[src/rtl/vram_arbiter.sv]
// VRAM arbiter: shares one video RAM between the CRT fetch engine and the CPU.
// Fixed video priority with a CPU starvation guard; sequences setup/access/done.
module vram_arbiter #(
  parameter int ACCESS_CYCLES = 2,
  parameter int MAX_CPU_WAIT  = 8
) (
  input  logic        clk,
  input  logic        rst,
  input  logic [15:0] vid_addr,
  input  logic        vid_cs,
  output logic        vid_complete,
  output logic [7:0]  vid_data,
  input  logic [15:0] cpu_addr,
  input  logic [7:0]  cpu_di,
  input  logic        cpu_rw,
  input  logic        cpu_cs,
  output logic        cpu_ack,
  output logic [7:0]  cpu_do,
  output logic [15:0] ram_addr,
  output logic [7:0]  ram_dout,
  input  logic [7:0]  ram_din,
  output logic        ram_ce,
  output logic        ram_we
);

  typedef enum logic [1:0] {
    IDLE,
    SETUP,
    ACCESS,
    DONE
  } state_t;

  localparam logic [3:0] CNT_LOAD = 4'(ACCESS_CYCLES - 1);
  localparam logic [7:0] WAIT_MAX = 8'(MAX_CPU_WAIT);

  state_t      state_q, state_d;
  logic        own_cpu_q, own_cpu_d;
  logic [15:0] addr_q, addr_d;
  logic        rd_q, rd_d;
  logic [7:0]  wdata_q, wdata_d;
  logic [3:0]  cnt_q, cnt_d;
  logic [7:0]  wait_q, wait_d;
  logic        vid_srv_q, vid_srv_d;
  logic        cpu_srv_q, cpu_srv_d;
  logic [7:0]  vid_data_q, vid_data_d;
  logic [7:0]  cpu_do_q, cpu_do_d;

  logic vid_req, cpu_req, starve;
  logic pulse_vid, pulse_cpu, act, cpu_wr;

  assign vid_req   = vid_cs & ~vid_srv_q;
  assign cpu_req   = cpu_cs & ~cpu_srv_q;
  assign starve    = cpu_req & (wait_q >= WAIT_MAX);
  assign pulse_vid = (state_q == DONE) & ~own_cpu_q;
  assign pulse_cpu = (state_q == DONE) & own_cpu_q;
  assign act       = (state_q == SETUP) | (state_q == ACCESS);
  assign cpu_wr    = own_cpu_q & ~rd_q;

  always_comb begin
    state_d    = state_q;
    own_cpu_d  = own_cpu_q;
    addr_d     = addr_q;
    rd_d       = rd_q;
    wdata_d    = wdata_q;
    cnt_d      = cnt_q;
    wait_d     = wait_q;
    vid_data_d = vid_data_q;
    cpu_do_d   = cpu_do_q;
    // A low cs always clears served, even in the pulse cycle.
    vid_srv_d  = vid_cs & (vid_srv_q | pulse_vid);
    cpu_srv_d  = cpu_cs & (cpu_srv_q | pulse_cpu);
    unique case (state_q)
      IDLE: begin
        if (starve || (cpu_req && !vid_req)) begin
          own_cpu_d = 1'b1;
          addr_d    = cpu_addr;
          rd_d      = cpu_rw;
          wdata_d   = cpu_di;
          wait_d    = 8'd0;
          state_d   = SETUP;
        end else if (vid_req) begin
          own_cpu_d = 1'b0;
          addr_d    = vid_addr;
          rd_d      = 1'b1;
          wdata_d   = 8'd0;
          state_d   = SETUP;
          if (cpu_req && wait_q != 8'hff)
            wait_d = wait_q + 8'd1;
        end
      end
      SETUP: begin
        cnt_d   = CNT_LOAD;
        state_d = ACCESS;
      end
      ACCESS: begin
        if (cnt_q == 4'd0) begin
          if (rd_q && own_cpu_q)
            cpu_do_d = ram_din;
          if (rd_q && !own_cpu_q)
            vid_data_d = ram_din;
          state_d = DONE;
        end else begin
          cnt_d = cnt_q - 4'd1;
        end
      end
      DONE: begin
        state_d = IDLE;
      end
    endcase
    if (!cpu_cs)
      wait_d = 8'd0;
  end

  always_ff @(posedge clk or posedge rst) begin
    if (rst) begin
      state_q    <= IDLE;
      own_cpu_q  <= 1'b0;
      addr_q     <= 16'd0;
      rd_q       <= 1'b0;
      wdata_q    <= 8'd0;
      cnt_q      <= 4'd0;
      wait_q     <= 8'd0;
      vid_srv_q  <= 1'b0;
      cpu_srv_q  <= 1'b0;
      vid_data_q <= 8'd0;
      cpu_do_q   <= 8'd0;
    end else begin
      state_q    <= state_d;
      own_cpu_q  <= own_cpu_d;
      addr_q     <= addr_d;
      rd_q       <= rd_d;
      wdata_q    <= wdata_d;
      cnt_q      <= cnt_d;
      wait_q     <= wait_d;
      vid_srv_q  <= vid_srv_d;
      cpu_srv_q  <= cpu_srv_d;
      vid_data_q <= vid_data_d;
      cpu_do_q   <= cpu_do_d;
    end
  end

  assign ram_ce       = act;
  assign ram_we       = (state_q == ACCESS) & cpu_wr;
  assign ram_addr     = act ? addr_q : 16'd0;
  assign ram_dout     = (act & cpu_wr) ? wdata_q : 8'd0;
  assign vid_complete = pulse_vid;
  assign cpu_ack      = pulse_cpu;
  assign vid_data     = vid_data_q;
  assign cpu_do       = cpu_do_q;

endmodule

[config.mk]
export PLATFORM = sky130hd
export DESIGN_NAME = vram_arbiter
export DESIGN_NICKNAME = d
export VERILOG_FILES = /design/src/rtl/vram_arbiter.sv
export SDC_FILE = /design/constraint.sdc
export NUM_CORES = 1
export LEC_CHECK = 0
export BUFFER_PORTS_ARGS = -buffer_cell sky130_fd_sc_hd__buf_2
export CORE_MARGIN = 1.5
export CORE_UTILIZATION = 35
export DETAILED_ROUTE_END_ITERATION = 6
export HOLD_SLACK_MARGIN = 0.12
export SLEW_MARGIN = 20
export SYNTH_ARGS = -nofsm -noshare
export SYNTH_HDL_FRONTEND = slang
export SYNTH_SLANG_ARGS = --single-unit
[constraint.sdc]
create_clock -name clk -period 2.12 [get_ports clk]
set_clock_uncertainty 0.2 [all_clocks]
set_input_delay 0 -clock clk [delete_from_list [all_inputs] [get_ports clk]]
set_output_delay 0 -clock clk [all_outputs]
set_load 0.01 [all_outputs]
==> impl_metrics.py <==
metrics = {
    "clock_tree": {
        "clk_latency_ns": 0.33,
        "cts_buffers": 9,
        "tritoncts": "yes",
        "cts.path.max_buffers": 2,
        "clkTransAtPathRegs_ns": 0.07,
        "ctsRootBufferMaster": "clkbuf_8",
        "numClockSinks": 58,
        "htreeDepth": 3,
    },
    "pwr": {
        "power.leakage_nw": 2.067,
        "pwr_density_cell_mw_per_mm2": 1257,
        "p_int_w": 0.003410,
        "power_w": 0.005375,
        "switchingPower_w": 0.001966,
        "p_sw_share_pct": 36.57,
        "p_clk_share_pct": 20.9,
        "peakVddDrop_mv": 0.4754,
        "p_seq_share_pct": 34.1,
        "p_comb_share_pct": 45.0,
    },
    "timing": {
        "timing.final.crit_share_pct": 92.75,
        "rsz0062_at_grt": "no",
        "maxSlewHeadroom_pct": 57.04,
        "fin_crit_ns": 1.966,
        "setup_tns_ns": 0,
        "slew_viol_final": 0,
        "setup_viol": 0,
        "tightest_slew_ns": 0.6401,
        "fin_hold_ws_ns": 0.2203,
        "finalHoldViolCount": 0,
        "fmax_mhz": 508.6,
    },
    "placed_design": {
        "dp_hpwl_um": 5122,
        "gp_congestion": 0.8311,
        "io_buffers": 96,
    },
    "synth": {
        "ys_seq_area_share_pct": 49.62,
        "synth_compound_area_share_pct": 22.03,
        "async_reset_ff_share_pct": 100.0,
        "synth_fa_ha_area_share_pct": 2.566,
        "synth-edff-count": 0,
        "muxShareOfSynthArea_pct": 6.929,
        "avgSynthCellArea_sq_um": 11.29,
        "syn_nets": 318,
        "ys.warnings.count": 0,
        "synth_area_sq_mm": 0.002925,
        "yosys.area_share.simple_pct": 11.72,
        "synth_cell_types": 39,
        "ys_seq_elements": 58,
        "synth_ff_type": "dfrtp_1",
        "synthCells": 259,
        "yosys.area_share.xor_xnor_pct": 0,
        "synth_top_family_by_area": "compound AO/OA/AOI/OAI gates",
    },
    "setup_path": {
        "crit_path_end_kind": "output pin",
        "r2r_cells": 5,
        "crit-reg2reg-launch": "cnt_q[0]",
        "endpoint": "ram_we",
        "reg2reg_slack_ns": 0.15,
        "start_kind": "flop",
        "critPathArrivalTime_ns": 1.77,
        "crit_fanout": 6,
        "crit_start": "state_q[0]",
        "timing.rr.end": "cpu_do[4]",
        "path_class": "flop to output pin",
        "crit_required_ns": 1.92,
    },
    "grt": {
        "grt_pass1_wl_um": 12790,
        "grt_pass1_vias": 2635,
        "track_usage_pct": 18.80,
        "antenna_found_initial": 0,
        "gr-total-overflow": 0,
        "grt_max_degree": 25,
    },
    "floorplanning": {
        "rows": 33,
        "die-area_sq_mm": 0.008915,
        "coreArea_sq_mm": 0.008175,
        "die_width_um": 94.42,
        "die_height_um": 94.42,
        "initial_core_util_pct": 35.78,
        "ios": 97,
    },
    "layout": {
        "fillers": 732,
        "area_delta_synth_final_pct": 46.19,
        "fin_nets": 470,
        "multi_input_area_sq_mm": 0.001269,
        "post-route-util_pct": 52.31,
        "seqCellArea_sq_mm": 0.001451,
        "n_antenna_cell": 0,
        "drive_gt1_share_pct": 36.06,
    },
    "routing": {
        "vias_per_cell": 5.138,
        "routed_wl_um": 7992,
        "antenna_left": 0,
        "wire_per_inst_um": 15.34,
        "num_vias": 2677,
        "drtPass1Iterations": 6,
        "drc": 0,
        "drt_iter0_drc": 183,
    },
    "status": {
        "status": "finished, final reports clean",
    },
    "run": {
        "max_cap_violations": 0,
    },
    "worst_hold_path": {
        "hp-class": "input port to flop",
    },
}
registers in the layout, indices dropped and copies added, names as in the netlist, 2 cells and up:
| name | cells |
|---|---|
| cnt_q | 4 |
| state_q | 2 |
| wait_q | 8 |
| vid_data | 8 |
| wdata_q | 8 |
| cpu_do | 8 |
| addr_q | 16 |
through the flow:
stage | worst slack [ns] | instance area (sq um) | std cells
final | 0.1537 | 4277 | 521
after global placement | 0.1863 | 3526 | 452
after CTS | 0.1103 | 4275 | 521
after floorplan | 0.2496 | 2925 | 259
after global routing | 0.02986 | 4277 | 521
after detailed placement | 0.1793 | 3526 | 452
cells in the final DEF, fill, tap and decap left out, types with 4 or more instances in the layout:
| cell | n |
|---|---|
| buf_2 | 96 |
| a22o_1 | 11 |
| clkbuf_8 | 10 |
| inv_1 | 25 |
| dlygate4sd3_1 | 53 |
| o2111ai_1 | 16 |
| o21ai_0 | 4 |
| ha_1 | 6 |
| dfrtp_1 | 58 |
| o211ai_1 | 16 |
| buf_4 | 13 |
| o21a_1 | 5 |
| mux2_2 | 18 |
| o221ai_1 | 16 |
| and2_1 | 29 |
how the worst min path moves through the flow:
stage / startpoint / end / depth (start not counted)
floorplan: cpu_cs / cpu_srv_q / 1
global placement: rst / cpu_do[4] / 2
detailed placement: rst / vid_data[0] / 2
CTS: cpu_di[5] / wdata_q[5] / 3
global route: cpu_di[2] / wdata_q[2] / 3
finish: cpu_di[2] / wdata_q[2] / 3
kinds of logic after synthesis:
family | Yosys count
AO/OA/AOI/OAI | 79
buffers and inverters | 47
adder cells (fa/ha/maj) | 6
flip-flops | 58
AND/OR/NAND/NOR | 51
multiplexers | 18
layout make-up:
type,count,area share [%]
multi-input combinational,154,29.67
inverter,26,2.282
tap,105,3.072
sequential,58,33.94
clock buffer,11,3.306
timing repair buffer,162,25.92
clock inverter,5,1.814
layer usage:
layer	global-route usage, %	vias to the layer above	routed length (um)
li1	-	1276	-
met1	24.52	1281	3497
met2	29.62	90	3957
met3	2.899	30	249
met4	10.82	0	288
met5	0	-	0
power by group through the flow:
stage | combinational [W] | sequential [W] | clock [W]
2_1_floorplan | 0.00149 | 0.00186 | 0
3_3_place_gp | 0.00230 | 0.00185 | 0
3_5_place_dp | 0.00234 | 0.00185 | 0
4_1_cts | 0.00242 | 0.00183 | 0.00115
5_1_grt | 0.00269 | 0.00189 | 0.00121
6_report | 0.00242 | 0.00183 | 0.00112
synth_stat cells (2+ instances only):
cell type / n / share of area [%]
a21o_1: 3 / 0.77
a22o_1: 11 / 3.3
and2_1: 29 / 6.2
buf_2: 5 / 0.86
buf_6: 3 / 1.2
clkbuf_1: 12 / 1.5
dfrtp_1: 58 / 50
ha_1: 6 / 2.6
inv_1: 26 / 3.3
mux2_2: 18 / 6.9
nand2_1: 2 / 0.26
nand2b_1: 2 / 0.43
nand3b_1: 2 / 0.51
nor2b_1: 3 / 0.64
nor3_1: 3 / 0.51
o2111ai_1: 16 / 4.8
o211ai_1: 16 / 4.1
o21a_1: 5 / 1.3
o21ai_0: 4 / 0.68
o221ai_1: 16 / 4.8
critical path, stage by stage, from the launching register on:
cell     delay (ns)
dfrtp_1        0.39
inv_1          0.09
ha_1           0.29
inv_1          0.13
nor3b_1        0.34
buf_2          0.20
what timing repair did:
action                                 4_1_cts  5_1_grt
endpoints found under the hold margin      109        0
buffers inserted                             0        0
gates resized for setup                      0        1
hold buffers                                53        0
setup endpoints to repair                    0        8
No activity file was read; power rests on OpenSTA's default activity.
